==> src/rtl/shift_pkg.sv <==
// -----------------------------------------------------------------------------
// shift_pkg
// Shared definitions for the shift-unit sequencer/arbiter:
//   - datapath width and shift-amount width
//   - shifter mode encodings (also the request op encodings)
//   - sequencer state enum
// -----------------------------------------------------------------------------
package shift_pkg;

    localparam int WIDTH = 16;
    localparam int AMT_W = 4;

    localparam logic [1:0] SH_SLL = 2'b00;
    localparam logic [1:0] SH_SRA = 2'b01;
    localparam logic [1:0] SH_ROR = 2'b10;
    localparam logic [1:0] SH_RSV = 2'b11;

    typedef enum logic [1:0] {
        IDLE  = 2'd0,
        SHIFT = 2'd1,
        HOLD  = 2'd2
    } state_t;

endpackage

==> src/rtl/shift_arbiter_if.sv <==
// -----------------------------------------------------------------------------
// shift_arbiter_if
// Request/response bundle of the shift arbiter.
//   req0_* / req1_* : valid/ready request channels (op, data, amt)
//   rsp_*           : valid/ready response channel (id, data, err)
// Modports:
//   master : requesters and result consumer (drive requests, rsp_ready)
//   slave  : the arbiter (drives readys and the response)
// -----------------------------------------------------------------------------
interface shift_arbiter_if;
    import shift_pkg::*;

    logic             req0_valid;
    logic             req0_ready;
    logic [1:0]       req0_op;
    logic [WIDTH-1:0] req0_data;
    logic [AMT_W-1:0] req0_amt;

    logic             req1_valid;
    logic             req1_ready;
    logic [1:0]       req1_op;
    logic [WIDTH-1:0] req1_data;
    logic [AMT_W-1:0] req1_amt;

    logic             rsp_valid;
    logic             rsp_ready;
    logic             rsp_id;
    logic [WIDTH-1:0] rsp_data;
    logic             rsp_err;

    modport master (
        output req0_valid, req0_op, req0_data, req0_amt,
        output req1_valid, req1_op, req1_data, req1_amt,
        output rsp_ready,
        input  req0_ready, req1_ready,
        input  rsp_valid, rsp_id, rsp_data, rsp_err
    );

    modport slave (
        input  req0_valid, req0_op, req0_data, req0_amt,
        input  req1_valid, req1_op, req1_data, req1_amt,
        input  rsp_ready,
        output req0_ready, req1_ready,
        output rsp_valid, rsp_id, rsp_data, rsp_err
    );

endinterface

==> src/rtl/shift_rr_arb.sv <==
// -----------------------------------------------------------------------------
// shift_rr_arb
// Two-way round-robin grant logic (purely combinational).
//   en      in  grant allowed this cycle
//   v0, v1  in  request valids of port 0 / port 1
//   pri     in  port that wins when both are valid
//   gnt     out one-hot grant {port1, port0}; zero when en is low
//   upd     out a grant was issued (pointer must move)
// -----------------------------------------------------------------------------
module shift_rr_arb (
    input  logic       en,
    input  logic       v0,
    input  logic       v1,
    input  logic       pri,
    output logic [1:0] gnt,
    output logic       upd
);

    always_comb begin
        gnt = 2'b00;
        if (en) begin
            // port 0 wins when alone or when it holds priority
            if (v0 && (!v1 || !pri)) begin
                gnt[0] = 1'b1;
            end else if (v1) begin
                gnt[1] = 1'b1;
            end
        end
        upd = |gnt;
    end

endmodule

==> src/rtl/shift_arbiter.sv <==
// -----------------------------------------------------------------------------
// shift_arbiter
// Sequencer and 2-way arbiter sharing one external combinational 16-bit
// shifter. One request at a time: grant (IDLE or HOLD+rsp_ready), drive the
// shifter from registered operands (SHIFT), capture and hold the result (HOLD).
//   clk, rst          : clock, synchronous active-high reset
//   bus (slave)       : request channels 0/1 and response channel
//   sh_si/sh_sv/sh_mode : registered operand/amount/mode to the shifter
//   sh_so             : shifter result
//   busy              : state is not IDLE
// -----------------------------------------------------------------------------
module shift_arbiter
    import shift_pkg::*;
(
    input  logic             clk,
    input  logic             rst,
    shift_arbiter_if.slave   bus,
    output logic [WIDTH-1:0] sh_si,
    output logic [AMT_W-1:0] sh_sv,
    output logic [1:0]       sh_mode,
    input  logic [WIDTH-1:0] sh_so,
    output logic             busy
);

    state_t           state_q, state_d;
    logic             pri_q, pri_d;
    logic [WIDTH-1:0] sh_si_q, sh_si_d;
    logic [AMT_W-1:0] sh_sv_q, sh_sv_d;
    logic [1:0]       sh_mode_q, sh_mode_d;
    logic             id_q, id_d;
    logic             err_q, err_d;
    logic             rsp_valid_q, rsp_valid_d;
    logic             rsp_id_q, rsp_id_d;
    logic [WIDTH-1:0] rsp_data_q, rsp_data_d;
    logic             rsp_err_q, rsp_err_d;

    logic             arb_en;
    logic [1:0]       gnt;
    logic             upd;
    logic [1:0]       sel_op;
    logic [WIDTH-1:0] sel_data;
    logic [AMT_W-1:0] sel_amt;

    // Reset wins over any handshake in the same cycle.
    assign arb_en = !rst && ((state_q == IDLE) ||
                             ((state_q == HOLD) && bus.rsp_ready));

    shift_rr_arb u_arb (
        .en  (arb_en),
        .v0  (bus.req0_valid),
        .v1  (bus.req1_valid),
        .pri (pri_q),
        .gnt (gnt),
        .upd (upd)
    );

    assign sel_op   = gnt[1] ? bus.req1_op   : bus.req0_op;
    assign sel_data = gnt[1] ? bus.req1_data : bus.req0_data;
    assign sel_amt  = gnt[1] ? bus.req1_amt  : bus.req0_amt;

    always_comb begin
        state_d     = state_q;
        pri_d       = pri_q;
        sh_si_d     = sh_si_q;
        sh_sv_d     = sh_sv_q;
        sh_mode_d   = sh_mode_q;
        id_d        = id_q;
        err_d       = err_q;
        rsp_valid_d = rsp_valid_q;
        rsp_id_d    = rsp_id_q;
        rsp_data_d  = rsp_data_q;
        rsp_err_d   = rsp_err_q;

        case (state_q)
            IDLE: begin
                if (upd) begin
                    state_d = SHIFT;
                end
            end
            SHIFT: begin
                rsp_data_d  = sh_so;
                rsp_valid_d = 1'b1;
                rsp_id_d    = id_q;
                rsp_err_d   = err_q;
                state_d     = HOLD;
            end
            HOLD: begin
                if (bus.rsp_ready) begin
                    rsp_valid_d = 1'b0;
                    state_d     = upd ? SHIFT : IDLE;
                end
            end
            default: begin
                state_d = IDLE;
            end
        endcase

        // Operand load on any grant; pointer moves to the losing port.
        if (upd) begin
            pri_d   = gnt[0];
            id_d    = gnt[1];
            sh_si_d = sel_data;
            if (sel_op == SH_RSV) begin
                // pass-through: SLL by 0 returns the operand unchanged
                sh_mode_d = SH_SLL;
                sh_sv_d   = '0;
                err_d     = 1'b1;
            end else begin
                sh_mode_d = sel_op;
                sh_sv_d   = sel_amt;
                err_d     = 1'b0;
            end
        end
    end

    always_ff @(posedge clk) begin
        if (rst) begin
            state_q     <= IDLE;
            pri_q       <= 1'b0;
            sh_si_q     <= '0;
            sh_sv_q     <= '0;
            sh_mode_q   <= SH_SLL;
            id_q        <= 1'b0;
            err_q       <= 1'b0;
            rsp_valid_q <= 1'b0;
            rsp_id_q    <= 1'b0;
            rsp_data_q  <= '0;
            rsp_err_q   <= 1'b0;
        end else begin
            state_q     <= state_d;
            pri_q       <= pri_d;
            sh_si_q     <= sh_si_d;
            sh_sv_q     <= sh_sv_d;
            sh_mode_q   <= sh_mode_d;
            id_q        <= id_d;
            err_q       <= err_d;
            rsp_valid_q <= rsp_valid_d;
            rsp_id_q    <= rsp_id_d;
            rsp_data_q  <= rsp_data_d;
            rsp_err_q   <= rsp_err_d;
        end
    end

    assign bus.req0_ready = gnt[0];
    assign bus.req1_ready = gnt[1];
    assign bus.rsp_valid  = rsp_valid_q;
    assign bus.rsp_id     = rsp_id_q;
    assign bus.rsp_data   = rsp_data_q;
    assign bus.rsp_err    = rsp_err_q;
    assign sh_si          = sh_si_q;
    assign sh_sv          = sh_sv_q;
    assign sh_mode        = sh_mode_q;
    assign busy           = (state_q != IDLE);

endmodule

==> src/flat_wrapper.sv <==
// flat-port wrapper written by rule: the top's interface ports become plain ports
module shift_arbiter_flat import shift_pkg::*;
  (clk, rst, sh_si, sh_sv, sh_mode, sh_so, busy, bus_req0_valid, bus_req0_op, bus_req0_data, bus_req0_amt, bus_req1_valid, bus_req1_op, bus_req1_data, bus_req1_amt, bus_rsp_ready, bus_req0_ready, bus_req1_ready, bus_rsp_valid, bus_rsp_id, bus_rsp_data, bus_rsp_err);
  shift_arbiter_if bus_i ();
  input  logic clk;
  input  logic rst;
  output logic [WIDTH-1:0] sh_si;
  output logic [AMT_W-1:0] sh_sv;
  output logic [1:0] sh_mode;
  input  logic [WIDTH-1:0] sh_so;
  output logic busy;
  input wire logic [$bits(bus_i.req0_valid)-1:0] bus_req0_valid;
  input wire logic [$bits(bus_i.req0_op)-1:0] bus_req0_op;
  input wire logic [$bits(bus_i.req0_data)-1:0] bus_req0_data;
  input wire logic [$bits(bus_i.req0_amt)-1:0] bus_req0_amt;
  input wire logic [$bits(bus_i.req1_valid)-1:0] bus_req1_valid;
  input wire logic [$bits(bus_i.req1_op)-1:0] bus_req1_op;
  input wire logic [$bits(bus_i.req1_data)-1:0] bus_req1_data;
  input wire logic [$bits(bus_i.req1_amt)-1:0] bus_req1_amt;
  input wire logic [$bits(bus_i.rsp_ready)-1:0] bus_rsp_ready;
  output wire logic [$bits(bus_i.req0_ready)-1:0] bus_req0_ready;
  output wire logic [$bits(bus_i.req1_ready)-1:0] bus_req1_ready;
  output wire logic [$bits(bus_i.rsp_valid)-1:0] bus_rsp_valid;
  output wire logic [$bits(bus_i.rsp_id)-1:0] bus_rsp_id;
  output wire logic [$bits(bus_i.rsp_data)-1:0] bus_rsp_data;
  output wire logic [$bits(bus_i.rsp_err)-1:0] bus_rsp_err;
  assign bus_i.req0_valid = bus_req0_valid;
  assign bus_i.req0_op = bus_req0_op;
  assign bus_i.req0_data = bus_req0_data;
  assign bus_i.req0_amt = bus_req0_amt;
  assign bus_i.req1_valid = bus_req1_valid;
  assign bus_i.req1_op = bus_req1_op;
  assign bus_i.req1_data = bus_req1_data;
  assign bus_i.req1_amt = bus_req1_amt;
  assign bus_i.rsp_ready = bus_rsp_ready;
  assign bus_req0_ready = bus_i.req0_ready;
  assign bus_req1_ready = bus_i.req1_ready;
  assign bus_rsp_valid = bus_i.rsp_valid;
  assign bus_rsp_id = bus_i.rsp_id;
  assign bus_rsp_data = bus_i.rsp_data;
  assign bus_rsp_err = bus_i.rsp_err;
  shift_arbiter u_core (.clk(clk), .rst(rst), .bus(bus_i), .sh_si(sh_si), .sh_sv(sh_sv), .sh_mode(sh_mode), .sh_so(sh_so), .busy(busy));
endmodule
==> config.mk <==
export PLATFORM = sky130hd
export DESIGN_NAME = shift_arbiter_flat
export DESIGN_NICKNAME = d
export VERILOG_FILES = /design/src/rtl/shift_pkg.sv /design/src/rtl/shift_arbiter_if.sv /design/src/rtl/shift_rr_arb.sv /design/src/rtl/shift_arbiter.sv /design/src/flat_wrapper.sv
export SDC_FILE = /design/constraint.sdc
export NUM_CORES = 1
export LEC_CHECK = 0
export ABC_AREA = 1
export CORE_ASPECT_RATIO = 1.25
export CORE_UTILIZATION = 35
export DETAILED_ROUTE_END_ITERATION = 10
export PLACE_DENSITY = 0.85
export SLEW_MARGIN = 5
export SYNTH_ARGS = -nofsm -noshare
export SYNTH_HDL_FRONTEND = slang
export SYNTH_SLANG_ARGS = --single-unit
==> constraint.sdc <==
create_clock -name clk -period 1.62 [get_ports clk]
set_input_delay 0.486 -clock clk [delete_from_list [all_inputs] [get_ports clk]]
set_output_delay 0.486 -clock clk [all_outputs]
set_load 0.005 [all_outputs]
==> results of run 1 <==
[worst max-delay path: cells and delay by family (launching register included)]
kind / cells / cell delay [ns]
flops: 1 / 0.35
simple gates: 3 / 0.25
buf+inv: 3 / 0.18
[logic make-up after synthesis]
| family | count (synthesis) |
|---|---|
| AO/OA/AOI/OAI | 48 |
| AND/OR/NAND/NOR | 173 |
| buffers and inverters | 28 |
| flip-flops | 46 |
[layer usage]
| layer | up-vias | GRT usage (%) |
|---|---|---|
| met2 | 88 | 35.1 |
| met4 | 0 | 8.73 |
| met5 | - | 0 |
| met3 | 12 | 4.40 |
| met1 | 961 | 21.7 |
| li1 | 1160 | - |
[cells in the mapped netlist]
cell      instances
clkbuf_1          7
nor2_8            1
nor2_1           83
inv_4             1
a21oi_4           1
nor2_2            1
inv_1             5
buf_6             2
nand3_1          12
o21ai_0          33
buf_2             4
buf_4             2
a21oi_1           6
a21oi_2           1
nand2_4           2
o21ai_1           5
inv_2             6
a31oi_1           1
clkinv_2          1
nand3b_1          1
dfxtp_1          46
o22ai_1           1
nand2_1          73
[worst max-delay path by stage]
stage / slack, ns / end / from
3_5_place_dp: -0.76 / bus_req0_ready / bus_rsp_ready
6_report: 0.05 / bus_req1_ready / u_core.state_q[1]
3_3_place_gp: -0.73 / bus_req0_ready / rst
2_1_floorplan: -0.005 / bus_req1_ready / rst
4_1_cts: -0.04 / bus_req0_ready / bus_req1_valid
5_1_grt: -0.02 / bus_req1_ready / u_core.state_q[1]
[area by class of cell]
type	count	area, µm²
fillers	520	2110
repair buffers	126	1210
multi-input cells	221	972
flip-flops and latches	46	956
clock buffers	6	82.6
well taps	64	80.1
inverters	13	56.3
clock inverters	2	12.5
[what timing repair did]
| item | CTS | global route |
|---|---|---|
| gates cloned | 0 | 0 |
| buffers inserted | 0 | 1 |
| pin swaps | 3 | 3 |
| hold buffers | 0 | 0 |
| resized for setup | 72 | 28 |
| endpoints found under the setup margin | 64 | 24 |
[registers in the layout (all words and copies together), names as in the netlist]
register and count:
u_core.bus.rsp_data 16, u_core.sh_si 16, u_core.sh_sv 4, u_core.sh_mode 2, u_core.state_q 2, u_core.bus.rsp_err 1, u_core.bus.rsp_id 1, u_core.bus.rsp_valid 1
u_core.err_q 1, u_core.id_q 1, u_core.pri_q 1
[power by group]
group / switching (mW) / internal, mW
sequential: 0.0502 / 1.25
combinational: 0.314 / 0.387
clock: 0.384 / 0.343
total: 0.748 / 1.98
==> reports/metrics.cfg, run 1 <==
[run_status]
status = completed

[synth]
synth_top_family_by_area = simple AND/OR/NAND/NOR gates
synth-xor-area-share_pct = 0
ys_ff_latch = 46
syn_area_mm2 = 0.00202
synth_area_per_cell_um2 = 6.84
ys_warn_count = 0
yosys.area_share.simple_pct = 34.8
syn_inst = 295
synth_cell_types = 23
synth_fa_ha_area_share_pct = 0
synthMuxAreaShare_pct = 0
synth-seq-area-share_pct = 45.7
synth_area_leaders = dfxtp_1, nor2_1, nand2_1
yosysTopAreaCellShare_pct = 45.7
synthesis.nets = 360
synth_compound_area_share_pct = 12.8
yosysTopAreaCell = dfxtp_1

[drt]
met2_length_mm = 2.81
highest_layer = met4
final_antenna_net_count = 0
initialDrtViolationCount = 51
avgViaCountPerCell = 4.65
dr_total_vias = 2221
m1WireLength_mm = 2.42
first_pass_iters = 4
wl_met3_um = 330
drt_drc_violations_left = 0
wl_per_cell_um = 11.9
wirelength_mm = 5.70

[cells_and_area]
final_util_pct = 61.6
final_common_cell = nor2_1
drive_above_1_share_pct = 18.8
diodes = 0
design_area_mm2 = 0.00337
syn_to_final_growth_pct = 67.2
stdcell_count = 478
fin_nets = 478
layout_common_cells = nor2_1, nand2_1, clkdlybuf4s50_1

[power]
power.density_mw_per_mm2 = 810
power_mw = 2.73
leakage_nw = 1.83
ir_drop_uv = 449

[min_path]
hp-class = flip-flop to flip-flop
min_to = u_core.bus.rsp_id
hp-start = u_core.id_q
worstHoldPathCells = 2

[floorplanning]
coreArea_mm2 = 0.00548
die_x_um = 69.9
rows = 30
die_area_mm2 = 0.00607
initial_utilization_pct = 36.8
die_h_um = 86.9
ios = 109

[clock_network]
clock_sinks = 46
clk_pin_slew_ns = 0.08
clock_path_buffers = 2
h-tree-depth = 2
cts_buffers = 5
clk_latency_ns = 0.29
root_buffer = clkbuf_8
cts_tree = done

[critical_path]
path_cells = inv_2, nor2_4, nor2_8, nand2_4, inv_4, buf_6
crit_required_ns = 1.13
path_max_fanout = 3
r2r-end = u_core.sh_sv[1]
cp-start-kind = flip-flop
crit_path_top_delay_cell = dfxtp_2
setup.worst_path.end_class = primary output
r2r_cells = 8
cp.arrival_ns = 1.08
crit_type = flip-flop to primary output
critPathMaxStageDelay_ns = 0.35
reg2reg_from = u_core.pri_q
reg2reg_setup_slack_ns = 0.19

[timing]
post-route-period-util_pct = 96.7
finalSetupViolCount = 0
holdWs_ns = 0.457
min_period_ns = 1.57
fmax_mhz = 638
rsz0062_at_grt = yes
hold_viol = 0
fin_ws_ns = 0.0533
timing_worst_slew_pin_value_ns = 0.333
tns_ns = 0
drv_slew = 0
clock_skew_ns = 0.00259
relSlewSlack_pct = 77.8

[global_route]
grt_pass1_vias = 2143
grt_pass1_wl_mm = 9.45
grt_usage_pct = 19.4
grt_max_degree = 39
overflow = 0
antenna_found_initial = 0

[place]
hpwl_mm = 4.05
port_buffers = 108
gp_congestion = 0.801
pre_cts_slack_ns = -0.765
dpl-instance-area_mm2 = 0.00323
place_inst = 469

[flow_run]
max-cap-violations = 0

No activity file was read; power rests on OpenSTA's default activity.
==> inputs of run 2 (changes only) <==
--- a/config.mk
+++ b/config.mk
@@ -5,7 +5,6 @@
 export SDC_FILE = /design/constraint.sdc
 export NUM_CORES = 1
 export LEC_CHECK = 0
-export ABC_AREA = 1
 export CORE_ASPECT_RATIO = 1.25
 export CORE_UTILIZATION = 35
 export DETAILED_ROUTE_END_ITERATION = 10
==> run 2 against run 1 <==
  * The flow now finishes with violations (design-rule violations, negative setup slack)
  * Largest cell class unchanged
  * Clock skew is 0.0030 ns higher
  * Cell count fell by 11%
  * Maximum frequency decreased by 3.5%
  * Combinational power rose by 4.0%
  * Worst hold slack worse by 0.0055 ns
  * Non-clock buffer count is 10 higher
  * Wire length increased by 2.0%
  * Setup slack got worse by 0.057 ns
  * Critical path depth fell by 2
==> reports/metrics.cfg, run 2 <==
[timing]
hold_viol = 0  ; unchanged
finalSetupViolCount = 1  ; +1
timing_worst_slew_pin_value_ns = 0.556  ; +0.223 ns
min_period_ns = 1.62  ; +0.0574 ns
relSlewSlack_pct = 62.9  ; -15 points
clock_skew_ns = 0.00560  ; +0.00301 ns
post-route-period-util_pct = 100  ; +3.5 points
rsz0062_at_grt = yes
drv_slew = 0  ; unchanged
fmax_mhz = 616  ; -3.5%
holdWs_ns = 0.451  ; -0.00546 ns
fin_ws_ns = -0.00406  ; -0.0574 ns

[drt]
wl_met3_um = 481  ; +46%
wl_per_cell_um = 13.6  ; +14%
final_antenna_net_count = 0  ; unchanged
m1WireLength_mm = 2.15  ; -11%
met2_length_mm = 3.09  ; +10%
avgViaCountPerCell = 4.99  ; +7.4%
wirelength_mm = 5.82  ; +2.0%
highest_layer = met4
drt_drc_violations_left = 15  ; +15
initialDrtViolationCount = 82  ; +61%
dr_total_vias = 2131  ; -4.1%
first_pass_iters = 9  ; +5

[synth]
synth_edf_count = 0  ; unchanged
yosysTopAreaCellShare_pct = 44.9  ; -0.81 points
synthArstFlopShare_pct = 0  ; unchanged
synth_area_leaders = dfxtp_1, nand2_1, a311oi_2
yosysTopAreaCell = dfxtp_1
synth-seq-area-share_pct = 44.9  ; -0.81 points
ys_warn_count = 0  ; unchanged
synth_cell_types = 33  ; +43%
yosys-top-cells-count = nand2_1, dfxtp_1, nor2_1, a21oi_1, a311oi_2
ys_ff_latch = 46  ; unchanged
synth_most_common_cell = nand2_1
syn_inst = 236  ; -20%
synthesis.nets = 301  ; -16%
syn_area_mm2 = 0.00205  ; +1.8%
ys.flop_type = dfxtp_1
synth_area_per_cell_um2 = 8.70  ; +27%

[critical_path]
crit_type = input pin to primary output
cp-start-kind = input pin
crit_required_ns = 1.13  ; about the same
path_max_fanout = 4  ; +1
cp.arrival_ns = 1.14  ; +0.06 ns
setup.worst_path.end_class = primary output

[power]
leakage_nw = 1.64  ; -10%
power.density_mw_per_mm2 = 776  ; -4.2%
ir_drop_uv = 423  ; -5.8%
power_mw = 2.72  ; -0.51%

[cells_and_area]
layout_common_cells = nand2_1, clkdlybuf4s50_1, dlygate4sd2_1
diodes = 0  ; unchanged
final_common_cell = nand2_1
fin_nets = 427  ; -11%
drive_above_1_share_pct = 26.2  ; +7.3 points
syn_to_final_growth_pct = 70.7

[clock_network]
clock_path_buffers = 2  ; unchanged
clock_sinks = 46  ; unchanged
cts_buffers = 5  ; unchanged
root_buffer = clkbuf_8
cts_tree = done
clk_latency_ns = 0.30  ; about the same
clk_pin_slew_ns = 0.08  ; about the same
h-tree-depth = 2  ; unchanged
cts_hold_buf = 0  ; unchanged

[global_route]
grt_usage_pct = 19.1  ; -0.34 points
grt_pass1_vias = 2137  ; -0.28%
grt_max_degree = 46  ; +18%
overflow = 0  ; unchanged
grt_pass1_wl_mm = 9.25  ; -2.1%
antenna_found_initial = 0  ; unchanged

[place]
port_buffers = 108  ; unchanged
hpwl_mm = 3.98  ; -1.7%
gp_congestion = 0.795  ; -0.77%

[floorplanning]
ios = 109  ; unchanged
coreArea_mm2 = 0.00556  ; +1.4%
die_h_um = 87.6  ; +0.88%
initial_utilization_pct = 37.0  ; +0.16 points
die_area_mm2 = 0.00618  ; +1.8%
die_x_um = 70.5  ; +0.87%
rows = 30  ; unchanged

[run_status]
failed_checks = design-rule violations, negative setup slack
status = finished, violations left

[min_path]
hp-class = flip-flop to flip-flop

[flow_run]
max-cap-violations = 0  ; unchanged

run 2: cell count changes after synthesis, sizes merged, moves of 5 or more:
cell and change:
a21oi +12, a311oi +18, inv -9, nand2 -5, nand3 -9, nor2 -63
nor3 +6, o21ai -35
run 2: layout make-up:
class	instances	area, µm²
Clock buffer	7	86.3
Clock inverter	1	5.00
Fill cell	474	2050
Inverter	3	11.3
Multi-Input combinational cell	170	1050
Sequential cell	46	947
Tap cell	64	80.1
Timing Repair Buffer	136	1320
run 2: where the power goes:
| group | leakage (nW) | internal, mW | switching, mW |
|---|---|---|---|
| logic | 1.21 | 0.425 | 0.304 |
| registers | 0.386 | 1.23 | 0.0434 |
| clock network | 0.0482 | 0.344 | 0.376 |
run 2: per-layer routing:
metal,GRT usage (%),up-vias
met4,7.24,0
met1,18.4,975
met3,7.71,7
met2,36.3,82
li1,-,1067
met5,0,-
run 2: final timing paths:
path                                             start                      to  slack (ns)  depth (start not counted)
worst min-delay path            u_core.bus.rsp_data[5]  u_core.bus.rsp_data[5]        0.45                          2
worst max register to register       u_core.state_q[0]         u_core.sh_si[0]        0.09                          7
worst min register to register  u_core.bus.rsp_data[5]  u_core.bus.rsp_data[5]        0.45                          2
worst max-delay path                    bus_req0_valid          bus_req0_ready      -0.004                          4
run 2: what timing repair did:
action | in CTS | in global routing
setup buffers | 4 | 1
hold endpoints to repair | 0 | 0
cloned | 0 | 2
pin swaps | 4 | 0
setup endpoints to repair | 62 | 29
resized for setup | 75 | 19
run 2: critical path, stage by stage:
cell and delay (ns):
buf_2 0.16, a21bo_2 0.25, nor2_2 0.12, buf_2 0.13
run 2: cell families after synthesis:
group / Yosys count / synth area share, %
compound gates: 54 / 23.9
flops: 46 / 44.9
buf+inv: 20 / 5.97
simple gates: 116 / 25.2
run 2: stage by stage:
| stage | worst slack [ns] | instances | util [%] | cell area (µm²) | setup TNS (ns) |
|---|---|---|---|---|---|
| finish | -0.00406 | 427 | 63.1 | 3500 | -0.00406 |
| global route | -0.0606 | 427 | 63.1 | 3500 | -0.130 |
| CTS | 0.000175 | 424 | 61.1 | 3400 | 0 |
| detailed placement | -0.814 | 413 | 59.3 | 3300 | -14.77 |
| global placement | -0.800 | 413 | 59.3 | 3300 | -14.04 |
| floorplan | -0.00934 | 236 | - | 2070 | -0.00934 |
==> inputs of run 3 (changes only) <==
--- a/config.mk
+++ b/config.mk
@@ -5,6 +5,7 @@
 export SDC_FILE = /design/constraint.sdc
 export NUM_CORES = 1
 export LEC_CHECK = 0
+export CAP_MARGIN = 20
 export CORE_ASPECT_RATIO = 1.25
 export CORE_UTILIZATION = 35
 export DETAILED_ROUTE_END_ITERATION = 10
==> results of run 3 <==
No change in the layout: final DEF, timing and power equal those of run 2.
